===== config.mk =====
export PLATFORM = sky130hd
export DESIGN_NAME = univ_shift_reg
export DESIGN_NICKNAME = d
export VERILOG_FILES = /design/src/rtl/univ_shift_reg.sv
export SDC_FILE = /design/constraint.sdc
export NUM_CORES = 1
export LEC_CHECK = 0
export ABC_CLOCK_PERIOD_IN_PS = 1900
export CAP_MARGIN = 20
export CORE_MARGIN = 4
export CORE_UTILIZATION = 46
export CTS_BUF_LIST = sky130_fd_sc_hd__clkbuf_4 sky130_fd_sc_hd__clkbuf_8
export DETAILED_ROUTE_END_ITERATION = 8
export PLACE_DENSITY = 0.95
export SETUP_SLACK_MARGIN = 0.05
export SYNTH_ARGS = -nofsm -noshare
export SYNTH_HDL_FRONTEND = slang
export SYNTH_SLANG_ARGS = --single-unit

===== constraint.sdc =====
create_clock -name clk -period 1.9 [get_ports clk]
set_input_delay 0.19 -clock clk [delete_from_list [all_inputs] [get_ports clk]]
set_output_delay 0.19 -clock clk [all_outputs]
set_load 0.01 [all_outputs]

===== src/rtl/univ_shift_reg.sv =====
`default_nettype none
// +--------------------------------------------------------------------------+
// | univ_shift_reg : parameterised universal shift register, one-cycle ops  |
// | Revision 1.0                                                             |
// +--------------------------------------------------------------------------+
module univ_shift_reg #(
  parameter int               WIDTH     = 8,
  parameter logic [WIDTH-1:0] RESET_VAL = '0
) (
  input  logic             clk,
  input  logic             rst,
  input  logic             en,
  input  logic [2:0]       mode,
  input  logic [WIDTH-1:0] d,
  input  logic             sin_r,
  input  logic             sin_l,
  output logic [WIDTH-1:0] q,
  output logic             sout_l,
  output logic             sout_r,
  output logic             zero
);

  localparam logic [2:0] c_MODE_HOLD  = 3'b000;
  localparam logic [2:0] c_MODE_LOAD  = 3'b001;
  localparam logic [2:0] c_MODE_SHL   = 3'b010;
  localparam logic [2:0] c_MODE_SHR   = 3'b011;
  localparam logic [2:0] c_MODE_ROL   = 3'b100;
  localparam logic [2:0] c_MODE_ROR   = 3'b101;
  localparam logic [2:0] c_MODE_ASR   = 3'b110;
  localparam logic [2:0] c_MODE_CLEAR = 3'b111;

  logic [WIDTH-1:0] q_q;
  logic [WIDTH-1:0] q_d;
  logic [WIDTH-1:0] w_shl;
  logic [WIDTH-1:0] w_shr;
  logic [WIDTH-1:0] w_rol;
  logic [WIDTH-1:0] w_ror;
  logic [WIDTH-1:0] w_asr;

  // A one-bit register has no neighbours: rotates and asr degenerate to hold.
  generate
    if (WIDTH == 1) begin : g_narrow
      assign w_shl = sin_r;
      assign w_shr = sin_l;
      assign w_rol = q_q;
      assign w_ror = q_q;
      assign w_asr = q_q;
    end else begin : g_wide
      assign w_shl = {q_q[WIDTH-2:0], sin_r};
      assign w_shr = {sin_l, q_q[WIDTH-1:1]};
      assign w_rol = {q_q[WIDTH-2:0], q_q[WIDTH-1]};
      assign w_ror = {q_q[0], q_q[WIDTH-1:1]};
      assign w_asr = {q_q[WIDTH-1], q_q[WIDTH-1:1]};
    end
  endgenerate

  always_comb begin
    q_d = q_q;
    if (en) begin
      case (mode)
        c_MODE_HOLD:  q_d = q_q;
        c_MODE_LOAD:  q_d = d;
        c_MODE_SHL:   q_d = w_shl;
        c_MODE_SHR:   q_d = w_shr;
        c_MODE_ROL:   q_d = w_rol;
        c_MODE_ROR:   q_d = w_ror;
        c_MODE_ASR:   q_d = w_asr;
        c_MODE_CLEAR: q_d = RESET_VAL;
        default:      q_d = q_q;
      endcase
    end
  end

  always_ff @(posedge clk) begin
    if (!rst) begin
      q_q <= RESET_VAL;
    end else begin
      q_q <= q_d;
    end
  end

  assign q      = q_q;
  assign sout_l = q_q[WIDTH-1];
  assign sout_r = q_q[0];
  assign zero   = (q_q == '0);

endmodule
`default_nettype wire


# Yosys cells after proc, flatten, opt, wreduce, memory -nomap -nowiden
# Index checks and enable logic that the tools add are counted.
dict set report word_totals {
  ff_bits 8
  in_bits 16
}
dict set report op_classes {
  bitwise_logic 2
  n_eq_ne 7
  reduce_logical 4
  muxes 1
}
# op count
set ops {}
lappend ops {{one-hot mux 8 bit (7 select lines)} 1}
lappend ops {{== test 3 bit, second input constant} 4}
lappend ops {{zero test 8 bit} 1}
lappend ops {{== test 3 x 2 -> 1 bit, second input constant} 2}
lappend ops {{== test 3 x 1 -> 1 bit, second input constant} 1}
lappend ops {{zero test 3 bit} 1}
lappend ops {{AND reduction 3 bit} 1}
lappend ops {{NOT 1 bit} 2}
lappend ops {{AND reduction 2 bit} 1}

# Logic depth before layout (Yosys ltp)
# Gate-level depths: netlist of the first run.
dict set report logic_depth {
  depth_word 3
  mapped_depth 6
}

# Worst setup path after synthesis of the first run
# Ideal clock, no wire load.
dict set report synth_timing {
  path_type {register -> output}
  from {register q_q[7] (netlist: q[7])}
  to {output zero}
  path_buffers 0
  path_stages_with_launch 3
  setup_slack_ns 0.648
  t_arrival_ns 1.062
  path_cell_list {dfxtp_1 -> or4_1 -> nor2_1}
}
dict set report synth_via {
  elab_chain_len 1
}
# item line_no
set synth_rtl {}
lappend synth_rtl {{from (decl)} 32} ;# logic [WIDTH-1:0] q_q;
lappend synth_rtl {{from (signal assigned)} 78} ;# q_q <= q_d;
lappend synth_rtl {{zero test 8 bit} 85} ;# assign zero = (q_q == '0);
lappend synth_rtl {{to (decl)} 20} ;# output logic zero
# No other way between the ends.

# Final worst setup path of the first run
dict set report layout_timing {
  from {register q_q[4] (netlist: q[4])}
  to {output zero}
}
# The elaborated chain is that of the path after synthesis.

==> results.ini, run 1 <==
[timing]
clock-skew-final_ns = 0.00334
tightest_slew_ns = 0.414
slew-limit-headroom = 0.723
period_share = 0.915
setup-tns-final_ns = 0
grt_setup_unrepaired = false
final-setup-viol-count = 0
final.min_clock_period_ns = 1.74
final_hold_viol_count = 0
slew_violations = 0
max_freq_mhz = 575

[final_layout]
num_antenna_cells = 0
layout-drive-gt1-share = 0.200
finish.cell_count_without_fillers = 114
finish.utilization = 0.766
number_of_flip_flops_under_the_largest_register_name = 8
area_growth_pct = 47.0
layout.filler_cells = 93
layout.nets = 118

[placed_design]
port_buffers = 26
dp_cells = 111
place.gp.congestion = 0.838
post-dp-hpwl_mm = 1.37

[setup_path]
setup.worst_path.end_class = output pin
slowest_delay_ns = 0.54
critical_path.cell_chain = or4_4, nor2_1, dlygate4sd2_1
rrSetupSlack_ns = 0.70
regToRegStartpoint = q[6]
worst_ep_arrival_time_ns = 1.55
worst_setup_path_endpoint = zero
cp-start-kind = flop
rr_endpoint = q[5]
timing.critical_path.from = q[4]
cp_max_fo = 6
slowest_library_cell_on_the_worst_path = sky130_fd_sc_hd__or4_4
r2r_cells = 3
worstPathRequired_ns = 1.71
crit_path_kind = reg -> out

[grt]
grt_max_degree = 18
all_layer_global_routing_usage = 0.201
antenna_found_initial = 0
first_global_vias = 630
grt.overflow.total = 0
grt_pass1_wl_mm = 2.93

[drt]
first_pass_iters = 5
via_count = 667
avgRoutedWirePerCell_um = 15.6
ant_nets = 0
drc = 0
drt_wl_total_mm = 1.78
viasPerCell = 5.85
dr.first_iter.drc_count = 16

[clocking]
numClockSinks = 8
insertion_delay_ns = 0.26
clock-root-buffer = sky130_fd_sc_hd__clkbuf_4
post_cts_setup_bufs = 0
cts_max_level = 1
cts_tree = done
numCtsBuffers = 3
clkTransAtPathRegs_ns = 0.05
clockBufferDepth = 2

[run_status]
status = completed

[logic_synthesis]
mappedNetlistArea_um2 = 618
synth_seq_cells = 8
synth-warning-count = 0
synth.distinct_cells = 27
post_synth.cell_area_avg_um2 = 8.47
synthCells = 73
seq_area_frac_synth = 0.259
synthesis.nets = 89

[die]
std_cell_rows = 12
die_x_um = 44.7
core_um2 = 1190
start_util = 0.521
die_h_um = 44.7
io_pins = 27
die_outline_area_um2 = 1990

[power]
power_per_cell_area_nw_per_um2 = 538
peakVddDrop_mv = 0.577
p_leak_nw = 0.337

[hold_path]
worstHoldPathType = reg -> reg

[run]
maxCapViolations = 0

==> layout by cell type, fill, tap and decap left out, drive strengths merged <==
master / count
a32o: 1
a21boi: 1
dfxtp: 8
buf: 4
nand2: 11
o31ai: 1
nor2: 6
a21oi: 3
clkbuf: 3
or2: 1
mux2: 6
or4: 2
dlygate4sd2: 1
or3: 1
nor2b: 2
o21ai: 13
nor4: 1
xnor2: 1
a21o: 1
a221oi: 7
nand2b: 1
clkdlybuf4s50: 25
==> critical path, delay by kind of cell (launching register included) <==
family	cells	cell delay (ns)
buffers and inverters	1	0.27
flip-flops	1	0.35
AND/OR/NAND/NOR	2	0.67
==> report_power, final <==
part           internal (mW)  switching [mW]  total (mW)
Combinational         0.0971          0.0704       0.168
Sequential             0.178          0.0125       0.190
Clock                 0.0724          0.0590       0.131
Total                  0.347           0.142       0.489
==> Yosys cell counts (all sizes together) <==
master / instances / area share
a21boi: 1 / 0.030
a21o: 1 / 0.012
a21oi: 3 / 0.030
a221oi: 7 / 0.11
a32o: 1 / 0.016
buf: 6 / 0.091
dfxtp: 8 / 0.26
mux2: 6 / 0.12
nand2: 11 / 0.071
nand2b: 1 / 0.010
nor2: 6 / 0.040
nor2b: 2 / 0.020
nor4: 1 / 0.010
o21ai: 13 / 0.11
o31ai: 1 / 0.012
or2: 1 / 0.010
or3: 1 / 0.018
or4: 2 / 0.024
xnor2: 1 / 0.014
==> final cells by class <==
type / instances / area, um2 / area share
Timing Repair Buffer: 30 / 302 / 0.332
Clock buffer: 3 / 22.5 / 0.0248
Sequential cell: 8 / 161 / 0.178
Multi-Input combinational cell: 59 / 405 / 0.446
Tap cell: 14 / 17.5 / 0.0193
==> worst min path at each step <==
| stage | from | to | slack (ns) | depth (start not counted) |
|---|---|---|---|---|
| 2_1_floorplan | rst | q[7] | 0.35 | 1 |
| 3_3_place_gp | q[1] | q[1] | 0.48 | 2 |
| 3_5_place_dp | q[1] | q[1] | 0.49 | 2 |
| 4_1_cts | q[1] | q[1] | 0.50 | 2 |
| 5_1_grt | q[1] | q[1] | 0.53 | 2 |
| 6_report | q[1] | q[1] | 0.50 | 2 |
==> cell families (layout without fill, tap and decap cells) <==
group | Yosys count | count (layout) | synth area share
AOI/OAI and AO/OA | 27 | 27 | 0.316
and+or+nand+nor | 25 | 25 | 0.204
DFF | 8 | 8 | 0.259
muxes | 6 | 6 | 0.115
buffers and inverters | 6 | 33 | 0.0911
xor gates and xnor gates | 1 | 1 | 0.0142
==> stage by stage <==
step	setup slack [ns]	hold WS, ns	power (mW)	cell area, um2
3_3_place_gp	0.187	0.485	0.354	882
4_1_cts	0.110	0.502	0.491	903
6_report	0.161	0.503	0.489	908
3_5_place_dp	0.124	0.494	0.359	882
5_1_grt	0.0900	0.533	0.520	908
2_1_floorplan	0.648	0.352	0.278	618
==> routing by layer <==
metal | vias up | GRT usage | share of wire
li1 | 329 | - | -
met1 | 316 | 0.233 | 0.42
met2 | 20 | 0.367 | 0.52
met3 | 2 | 0.0488 | 0.056
met4 | 0 | 0.0422 | 0.0067
met5 | - | 0 | 0
==> what timing repair did <==
item / CTS / global route
endpoints found under the setup margin: 1 / 1
hold endpoints to repair: 0 / 0
hold buffers: 0 / 0
resized for setup: 1 / 2
No activity file was read; power rests on OpenSTA's default activity.
==> run 2: changes to the inputs <==
SLEW_MARGIN = 20   (was default)
==> results of run 2 <==
Same layout as run 1: the final DEF is identical, and so are final timing and power.
